**src/rtl/cp0_unit.sv**
```systemverilog
// -----------------------------------------------------------------------------
// cp0_unit -- Coprocessor-0 register block for the 5-stage MIPS pipeline.
//
// Latches the execute-stage exception record into BadVAddr/EPC/Cause/Status,
// raises the fetch redirect for exceptions and eret, serves mfc0/mtc0, samples
// the hardware interrupt lines and drives the pending-interrupt request.
//
// Optional feature macro: CP0_TIMER_EN
//   defined   -> Count/Compare timer with TI (Cause[30]) folded into IP[15]
//   undefined -> Count/Compare read 0, ignore writes, TI constant 0
//
// Ports:
//   clk, rst            clock, synchronous active-high reset
//   int_i[5:0]          hardware interrupt lines, level-sensitive
//                       (named int_i because "int" is a reserved word)
//   exc_valid           exception commit strobe
//   Exc_BadVaddr        faulting address
//   Exc_EPC             restart PC (already BD-adjusted)
//   Exc_Cause[5:0]      [5] BD, [4:0] ExcCode
//   eret                eret commit strobe
//   mtc0_we, cp0_waddr, cp0_wdata   CP0 register write
//   cp0_raddr, cp0_rdata            CP0 register read (combinational)
//   int_req             interrupt pending and enabled
//   redirect_valid, redirect_pc     flush + fetch redirect (combinational)
//   status_exl          Status.EXL
// -----------------------------------------------------------------------------
module cp0_unit #(
    parameter logic [31:0] EXC_VECTOR = 32'hBFC0_0380
) (
    input  logic        clk,
    input  logic        rst,
    input  logic [5:0]  int_i,
    input  logic        exc_valid,
    input  logic [31:0] Exc_BadVaddr,
    input  logic [31:0] Exc_EPC,
    input  logic [5:0]  Exc_Cause,
    input  logic        eret,
    input  logic        mtc0_we,
    input  logic [4:0]  cp0_waddr,
    input  logic [31:0] cp0_wdata,
    input  logic [4:0]  cp0_raddr,
    output logic [31:0] cp0_rdata,
    output logic        int_req,
    output logic        redirect_valid,
    output logic [31:0] redirect_pc,
    output logic        status_exl
);

    localparam logic [4:0] REG_BADVADDR = 5'd8;
    localparam logic [4:0] REG_COUNT    = 5'd9;
    localparam logic [4:0] REG_COMPARE  = 5'd11;
    localparam logic [4:0] REG_STATUS   = 5'd12;
    localparam logic [4:0] REG_CAUSE    = 5'd13;
    localparam logic [4:0] REG_EPC      = 5'd14;

    // Architectural state, kept as individual fields
    logic [7:0]  im_q, im_d;
    logic        exl_q, exl_d;
    logic        ie_q, ie_d;
    logic        bd_q, bd_d;
    logic [4:0]  exccode_q, exccode_d;
    logic [1:0]  ip_sw_q, ip_sw_d;
    logic [5:0]  ip_hw_q, ip_hw_d;
    logic [31:0] epc_q, epc_d;
    logic [31:0] badva_q, badva_d;

    // Timer view shared with the read mux and IP[15]
    logic [31:0] count_s;
    logic [31:0] compare_s;
    logic        ti_s;

    logic [31:0] status_s;
    logic [31:0] cause_s;
    logic        is_addr_exc_s;

    assign status_s = {9'd0, 1'b1, 6'd0, im_q, 6'd0, exl_q, ie_q};
    assign cause_s  = {bd_q, ti_s, 14'd0, ip_hw_q, ip_sw_q, 1'b0, exccode_q, 2'd0};
    assign is_addr_exc_s = (Exc_Cause[4:0] == 5'd4) || (Exc_Cause[4:0] == 5'd5);

    // Next-state for Status/Cause/EPC/BadVAddr; exception beats eret beats mtc0
    always_comb begin
        im_d      = im_q;
        exl_d     = exl_q;
        ie_d      = ie_q;
        bd_d      = bd_q;
        exccode_d = exccode_q;
        ip_sw_d   = ip_sw_q;
        epc_d     = epc_q;
        badva_d   = badva_q;
        ip_hw_d   = {int_i[5] | ti_s, int_i[4:0]};
        if (exc_valid) begin
            exccode_d = Exc_Cause[4:0];
            exl_d     = 1'b1;
            // A nested exception keeps the original restart point
            if (!exl_q) begin
                epc_d = Exc_EPC;
                bd_d  = Exc_Cause[5];
            end else begin
                epc_d = epc_q;
            end
            if (is_addr_exc_s) begin
                badva_d = Exc_BadVaddr;
            end else begin
                badva_d = badva_q;
            end
        end else if (eret) begin
            exl_d = 1'b0;
        end else if (mtc0_we) begin
            case (cp0_waddr)
                REG_STATUS: begin
                    im_d  = cp0_wdata[15:8];
                    exl_d = cp0_wdata[1];
                    ie_d  = cp0_wdata[0];
                end
                REG_CAUSE: ip_sw_d = cp0_wdata[9:8];
                REG_EPC:   epc_d   = cp0_wdata;
                default:   ip_sw_d = ip_sw_q;
            endcase
        end else begin
            ip_sw_d = ip_sw_q;
        end
    end

    // Status/Cause/EPC/BadVAddr registers
    always_ff @(posedge clk) begin
        if (rst) begin
            im_q      <= 8'd0;
            exl_q     <= 1'b0;
            ie_q      <= 1'b0;
            bd_q      <= 1'b0;
            exccode_q <= 5'd0;
            ip_sw_q   <= 2'd0;
            ip_hw_q   <= 6'd0;
            epc_q     <= 32'd0;
            badva_q   <= 32'd0;
        end else begin
            im_q      <= im_d;
            exl_q     <= exl_d;
            ie_q      <= ie_d;
            bd_q      <= bd_d;
            exccode_q <= exccode_d;
            ip_sw_q   <= ip_sw_d;
            ip_hw_q   <= ip_hw_d;
            epc_q     <= epc_d;
            badva_q   <= badva_d;
        end
    end

`ifdef CP0_TIMER_EN
    logic        tick_q;
    logic [31:0] count_q, count_d;
    logic [31:0] compare_q, compare_d;
    logic        ti_q, ti_d;
    logic [31:0] count_inc_s;

    assign count_inc_s = count_q + 32'd1;

    // Timer next-state; timer writes are never dropped by exception/eret
    always_comb begin
        count_d   = count_q;
        compare_d = compare_q;
        ti_d      = ti_q;
        if (mtc0_we && (cp0_waddr == REG_COUNT)) begin
            count_d = cp0_wdata;
        end else if (tick_q) begin
            count_d = count_inc_s;
            // Only an increment landing on Compare raises TI
            if (count_inc_s == compare_q) begin
                ti_d = 1'b1;
            end else begin
                ti_d = ti_q;
            end
        end else begin
            count_d = count_q;
        end
        // Compare write clears TI and wins over a same-cycle set
        if (mtc0_we && (cp0_waddr == REG_COMPARE)) begin
            compare_d = cp0_wdata;
            ti_d      = 1'b0;
        end else begin
            compare_d = compare_q;
        end
    end

    // Timer registers; tick halves the Count rate
    always_ff @(posedge clk) begin
        if (rst) begin
            tick_q    <= 1'b0;
            count_q   <= 32'd0;
            compare_q <= 32'd0;
            ti_q      <= 1'b0;
        end else begin
            tick_q    <= ~tick_q;
            count_q   <= count_d;
            compare_q <= compare_d;
            ti_q      <= ti_d;
        end
    end

    assign count_s   = count_q;
    assign compare_s = compare_q;
    assign ti_s      = ti_q;
`else
    assign count_s   = 32'd0;
    assign compare_s = 32'd0;
    assign ti_s      = 1'b0;
`endif

    // Read mux, no write-to-read bypass
    always_comb begin
        case (cp0_raddr)
            REG_BADVADDR: cp0_rdata = badva_q;
            REG_COUNT:    cp0_rdata = count_s;
            REG_COMPARE:  cp0_rdata = compare_s;
            REG_STATUS:   cp0_rdata = status_s;
            REG_CAUSE:    cp0_rdata = cause_s;
            REG_EPC:      cp0_rdata = epc_q;
            default:      cp0_rdata = 32'd0;
        endcase
    end

    // Strobes in a reset cycle are ignored, including their redirect
    assign redirect_valid = ~rst & (exc_valid | eret);
    assign redirect_pc    = exc_valid ? EXC_VECTOR : epc_q;
    assign int_req        = ie_q & ~exl_q & (|({ip_hw_q, ip_sw_q} & im_q));
    assign status_exl     = exl_q;

endmodule
```
**config.mk**
```make
export PLATFORM = sky130hd
export DESIGN_NAME = cp0_unit
export DESIGN_NICKNAME = d
export VERILOG_FILES = /design/src/rtl/cp0_unit.sv
export SDC_FILE = /design/constraint.sdc
export NUM_CORES = 1
export LEC_CHECK = 0
export BUFFER_PORTS_ARGS = -buffer_cell sky130_fd_sc_hd__buf_2
export CORE_ASPECT_RATIO = 1.2
export CORE_UTILIZATION = 53
export DETAILED_ROUTE_END_ITERATION = 10
export PLACE_DENSITY = 0.84
export SYNTH_ARGS = -nofsm -noshare
export SYNTH_HDL_FRONTEND = slang
export SYNTH_SLANG_ARGS = --single-unit
```
**constraint.sdc**
```tcl
create_clock -name clk -period 3.7 [get_ports clk]
set_clock_uncertainty 0.15 [all_clocks]
set_input_delay 0 -clock clk [delete_from_list [all_inputs] [get_ports clk]]
set_output_delay 0 -clock clk [all_outputs]
set_load 0.02 [all_outputs]
```
==> flow_summary.ini, run 1 <==
[detailed_routing]
ant_nets = 0
wl_per_cell_microns = 18.50
drt_first_pass_iters = 5
dr_total_vias = 5477
routed_wl_microns = 17370
via_per_inst = 5.833
drtIter0Drc = 419
drc_errors = 0

[grt]
antenna_found_initial = 0
grt_pass1_wl_microns = 26810
grt_max_degree = 105
grt.total_usage = 0.3713
grt_pass1_vias = 5701
grt-ovfl-total = 0

[setup_path]
worst_r2r_path_depth = 4
path_class = primary input to flop
rrSetupSlack_ps = 1520
critPathMaxFanout = 76
worst_r2r_endpoint = epc_q[17]
crit_arrival_ps = 2530
cp.required_ps = 3790
reg2reg_from = status_exl
critPathCaptureType = flop
start_kind = primary input

[clocking]
cts_root_buffer = clkbuf_8
cts_tree = yes
clock_latency_ps = 360
cts.sinks = 88
cts_buffers = 9
path_clk_slew_ps = 90
clockBufferDepth = 2
ctsHtreeMaxLevel = 3

[sta]
rsz0062_at_grt = no
hold_viol_final = 0
worst_pin_slew_ps = 1059
slew_viol_final = 0
finalSetupViolCount = 0
maxSlewHeadroom = 0.2941
period_needed_ps = 2432
max_freq_mhz = 411.2
whs_ps = 1.227
fin_tns_setup_ps = 0
finalCritPeriodShare = 0.6573

[flow_run]
cap_violations = 0

[floorplan]
die_h_microns = 106.5
row_count = 37
start_util = 0.5539
io-pin-count = 190
core_area_sq_mm = 0.008703
dieArea_sq_mm = 0.009483
die_w_microns = 89.07

[synthesis]
synthDistinctLibCells = 39
yosys_warnings = 0
synth_nets = 675
synth.area.top_cells = dfxtp_1 (37%), mux2i_1 (9.8%), nor2b_1 (7.9%)
avgSynthCellArea_sq_um = 8.733
yosysSeqAreaShare = 0.3654
syn_area_sq_mm = 0.004821
synth_top_flop_cell = dfxtp_1
async_reset_ff_frac = 0
synth_cells = 552
synth-seq-cells = 88
synth_edf_count = 0
yosysTopAreaCell = dfxtp_1
netlist.area_leader.share = 0.3654

[cells_and_area]
diodes = 0
area_delta_synth_final_pct = 45.96
nets = 940
final_common_cell = buf_2
drive_above_1_share = 0.2591
final_cell_mix = buf_2 (187), dlygate4sd3_1 (111), dfxtp_1 (88)
fin_cells = 939

[worst_hold_path]
hold_path_end = status_exl
holdCritStartpoint = cp0_waddr[0]
min_delay_path_depth = 3
min_path_type = primary input to flop

[placement]
globalplace.congestion = 0.8863
dp.cells = 812
place.port_buffers = 189
hpwl_microns = 9902

[pwr]
power_per_cell_area_mw_per_mm2 = 299.0
leakagePower_nw = 3.160
ir_drop_uv = 223.9

[status]
status = completed
==> cells by family (layout without fill, tap and decap cells) <==
family | Yosys count | after routing | synth area share
AND/OR/NAND/NOR | 216 | 216 | 0.2575
AO/OA/AOI/OAI | 107 | 107 | 0.1443
flip-flops | 88 | 88 | 0.3654
multiplexers | 79 | 79 | 0.1723
buffers and inverters | 62 | 332 | 0.06047
==> repair_timing <==
item,CTS,global route
endpoints found under the setup margin,0,0
buffers inserted,0,0
hold endpoints to repair,86,0
hold buffers,111,0
gates resized for setup,0,0
==> report_power, final <==
| part | leakage, nW | switching, mW | internal [mW] |
|---|---|---|---|
| sequential | 0.718 | 0.0282 | 0.985 |
| combinational | 2.35 | 0.217 | 0.231 |
| clock | 0.0927 | 0.343 | 0.300 |
| total | 3.16 | 0.588 | 1.52 |
==> worst max-delay path by stage <==
stage          startpoint            end  slack, ps
2_1_floorplan   epc_q[22]  cp0_rdata[22]       2060
6_report        exc_valid      epc_q[17]       1270
5_1_grt         exc_valid      epc_q[22]       1150
4_1_cts         exc_valid      epc_q[18]       1340
3_3_place_gp    exc_valid       epc_q[6]       1090
3_5_place_dp    exc_valid      epc_q[18]        980
==> synth_stat cells (all sizes together) (2+ instances only) <==
master	instances
a2111oi	2
o21ai	34
mux2	32
and3	8
and3b	2
clkbuf	26
inv	11
nor3b	2
o2111ai	8
nor2	42
a21oi	34
mux2i	47
nand3b	8
buf	25
a22o	15
dfxtp	88
nor2b	61
nand3	50
or2	12
a22oi	4
nand2b	19
a221o	8
==> worst max-delay path: stages <==
cell and delay, ps:
buf_4 760, nor2_1 250, a41oi_4 720, buf_4 400, mux2_1 380
==> layer usage <==
metal	wire length (microns)	vias up	global-route usage
met3	1201	106	0.09472
met1	6391	2553	0.3954
li1	-	2478	-
met2	8634	340	0.6236
met4	1146	0	0.2676
met5	0	-	0
==> metrics by stage <==
stage	setup slack (ps)	util	instance area, sq um	power, mW
finish	1268	0.8085	7037	2.104
floorplan	2057	-	4821	1.230
global placement	1093	0.6596	5741	1.354
global route	1146	0.8085	7037	2.177
CTS	1336	0.8085	7037	2.078
detailed placement	975.9	0.6596	5741	1.366
==> sequential cells by signal (all words and copies together) (netlist names) <==
register,cells
exccode_q,5
bd_q,1
ip_sw_q,2
ip_hw_q,6
im_q,8
status_exl,1
ie_q,1
epc_q,32
badva_q,32
==> area by class of cell <==
type	instances	area, sq um
multi-input cells	402	2803
clock inverters	2	12.51
flip-flops and latches	88	1762
clock buffers	14	172.7
inverters	11	41.29
well taps	117	146.4
repair buffers	305	2100
fillers	582	1667
No activity file was read; power rests on OpenSTA's default activity.
==> run 2: changes to the inputs <==
Settings changed: ABC_AREA set to 1, CORE_UTILIZATION 53 to 44, PLACE_DENSITY 0.84 to 0.74.
Clock period 3.7 ns to 2.15 ns, I/O delays scaled along.
==> flow_summary.ini, run 2 <==
[pwr]
power_per_cell_area_mw_per_mm2 = 574.8
total_power_mw = 4.338
leakagePower_nw = 3.735
ir_drop_uv = 441.2

[synthesis]
synth_edf_count = 0
synth_nets = 886
async_reset_ff_frac = 0
yosys_warnings = 0
avgSynthCellArea_sq_um = 6.248
netlist.area_leader.share = 0.3696
synth.most_common_cell = nand2_1
syn_area_sq_mm = 0.004767
synth-seq-cells = 88
synth_cells = 763
yosys-top-cells-count = nand2_1 (209), nor2_1 (95), inv_1 (92)
synth.area.top_cells = dfxtp_1 (37%), nand2_1 (16%), nand3_1 (8.1%)
synthDistinctLibCells = 23
yosysTopAreaCell = dfxtp_1
synth_top_flop_cell = dfxtp_1
yosysSeqAreaShare = 0.3696

[cells_and_area]
drive_above_1_share = 0.2137
seqCellArea_sq_mm = 0.001762
final_common_cell = nand2_1
multi_input_area_sq_mm = 0.002371
final_cell_mix = nand2_1 (208), buf_2 (189), dlygate4sd3_1 (148)
final_cell_area_sq_mm = 0.007547
fin_cells = 1210
fillers = 842
diodes = 0
reg_top3 = badva_q x32, epc_q x32, im_q x8
final_util = 0.7177
nets = 1200
area_delta_synth_final_pct = 58.32

[setup_path]
crit_end = bd_q
rrSetupSlack_ps = 190
worst_r2r_endpoint = bd_q
worst_r2r_path_depth = 6
start_kind = flop
reg2reg_from = status_exl
crit_arrival_ps = 2090
crit_path_cell_trace = inv_1 -> nand2_2 -> buf_4 -> nand2_1 -> a21oi_1 -> dlygate4sd3_1
max_stage_delay_ps = 550
critPathCaptureType = flop
crit_start = status_exl
critPathMaxFanout = 46
cp.required_ps = 2280
path_class = flop to flop
slowest_stage = dlygate4sd3_1

[placement]
globalplace.congestion = 0.8569
placed_area_sq_mm = 0.005744
dp.cells = 1047
place_ws_ps = 528.4
hpwl_microns = 11220
place.port_buffers = 189

[floorplan]
core_area_sq_mm = 0.01052
die_h_microns = 116.0
dieArea_sq_mm = 0.01126
row_count = 41
die_w_microns = 97.02
io-pin-count = 190
start_util = 0.4533

[sta]
worst_pin_slew_ps = 634.0
finalCritPeriodShare = 0.9131
fin_tns_setup_ps = 0
rsz0062_at_grt = no
max_freq_mhz = 509.4
finalSetupViolCount = 0
fin_ws_ps = 186.7
hold_viol_final = 1
whs_ps = -44.61
slew_viol_final = 0
maxSlewHeadroom = 0.5769
period_needed_ps = 1963

[grt]
grt_pass1_vias = 6329
grt_max_degree = 65
antenna_found_initial = 0
grt_pass1_wl_microns = 29350
grt.total_usage = 0.3284
grt-ovfl-total = 0

[flow_run]
cap_violations = 0

[clocking]
cts_tree = yes
cts_root_buffer = clkbuf_16
cts_resized = 0
postCtsSetupRepairBufs = 0
path_clk_slew_ps = 60
cts_buffers = 9
cts.sinks = 88
clockBufferDepth = 2
clock_latency_ps = 330
ctsHtreeMaxLevel = 3

[detailed_routing]
drtIter0Drc = 371
routed_wl_microns = 18200
drt_first_pass_iters = 5
drc_errors = 0
via_per_inst = 5.198
dr_total_vias = 6290
ant_nets = 0
wl_per_cell_microns = 15.04

[status]
status = complete, but fails checks
violations = hold timing

[worst_hold_path]
min_path_type = primary input to flop
[run 2: cell types whose count changed after synthesis, sizes merged, moves of 28 or more]
cell	previous run	this run
nand2	1	212
inv	11	93
nor2b	61	0
nor2	42	99
mux2i	47	0
a21oi	34	67
mux2	32	0
nand3	50	78
[run 2: logic make-up (layout without fill, tap and decap cells)]
group	count (synthesis)	after routing	share of synthesized area
DFF	88	88	0.3696
buffers and inverters	147	465	0.1336
AOI/OAI and AO/OA	119	119	0.1331
and+or+nand+nor	409	409	0.3638
[run 2: where the power goes]
part	switching [mW]	total [mW]	internal, mW
sequential	0.0336	1.74	1.71
combinational	0.479	0.896	0.417
clock	0.629	1.70	1.07
[run 2: layer usage]
metal | global-route usage | up-vias | part of all wire
li1 | - | 3046 | -
met4 | 0.2388 | 0 | 0.062
met2 | 0.6061 | 330 | 0.50
met3 | 0.05489 | 88 | 0.080
met1 | 0.3391 | 2826 | 0.35
met5 | 0 | - | 0
[run 2: what timing repair did]
| item | CTS | global route |
|---|---|---|
| endpoints found under the hold margin | 88 | 0 |
| hold buffers | 149 | 0 |
| setup endpoints to repair | 0 | 1 |
[run 2: worst min-delay path by stage]
stage | cells past startpoint | start | slack (ps) | endpoint
6_report | 6 | eret | -40 | status_exl
5_1_grt | 6 | eret | 3 | status_exl
4_1_cts | 3 | rst | 0.03 | ip_hw_q[0]
3_5_place_dp | 3 | int_i[2] | 60 | ip_hw_q[2]
3_3_place_gp | 3 | int_i[2] | 60 | ip_hw_q[2]
2_1_floorplan | 2 | int_i[0] | -40 | ip_hw_q[0]
[run 2: layout make-up]
cell class | instances | area share
clock inverters | 3 | 0.008621
clock buffers | 12 | 0.03399
well taps | 129 | 0.02139
multi-input cells | 528 | 0.3142
flip-flops and latches | 88 | 0.2334
repair buffers | 355 | 0.3412
inverters | 95 | 0.04725
[run 2: worst max-delay path, delay by kind of cell (launching register included)]
| kind | cells | cell delay, ps |
|---|---|---|
| DFF | 1 | 370 |
| and+or+nand+nor | 2 | 180 |
| AOI/OAI and AO/OA | 1 | 130 |
| buffers and inverters | 3 | 1070 |
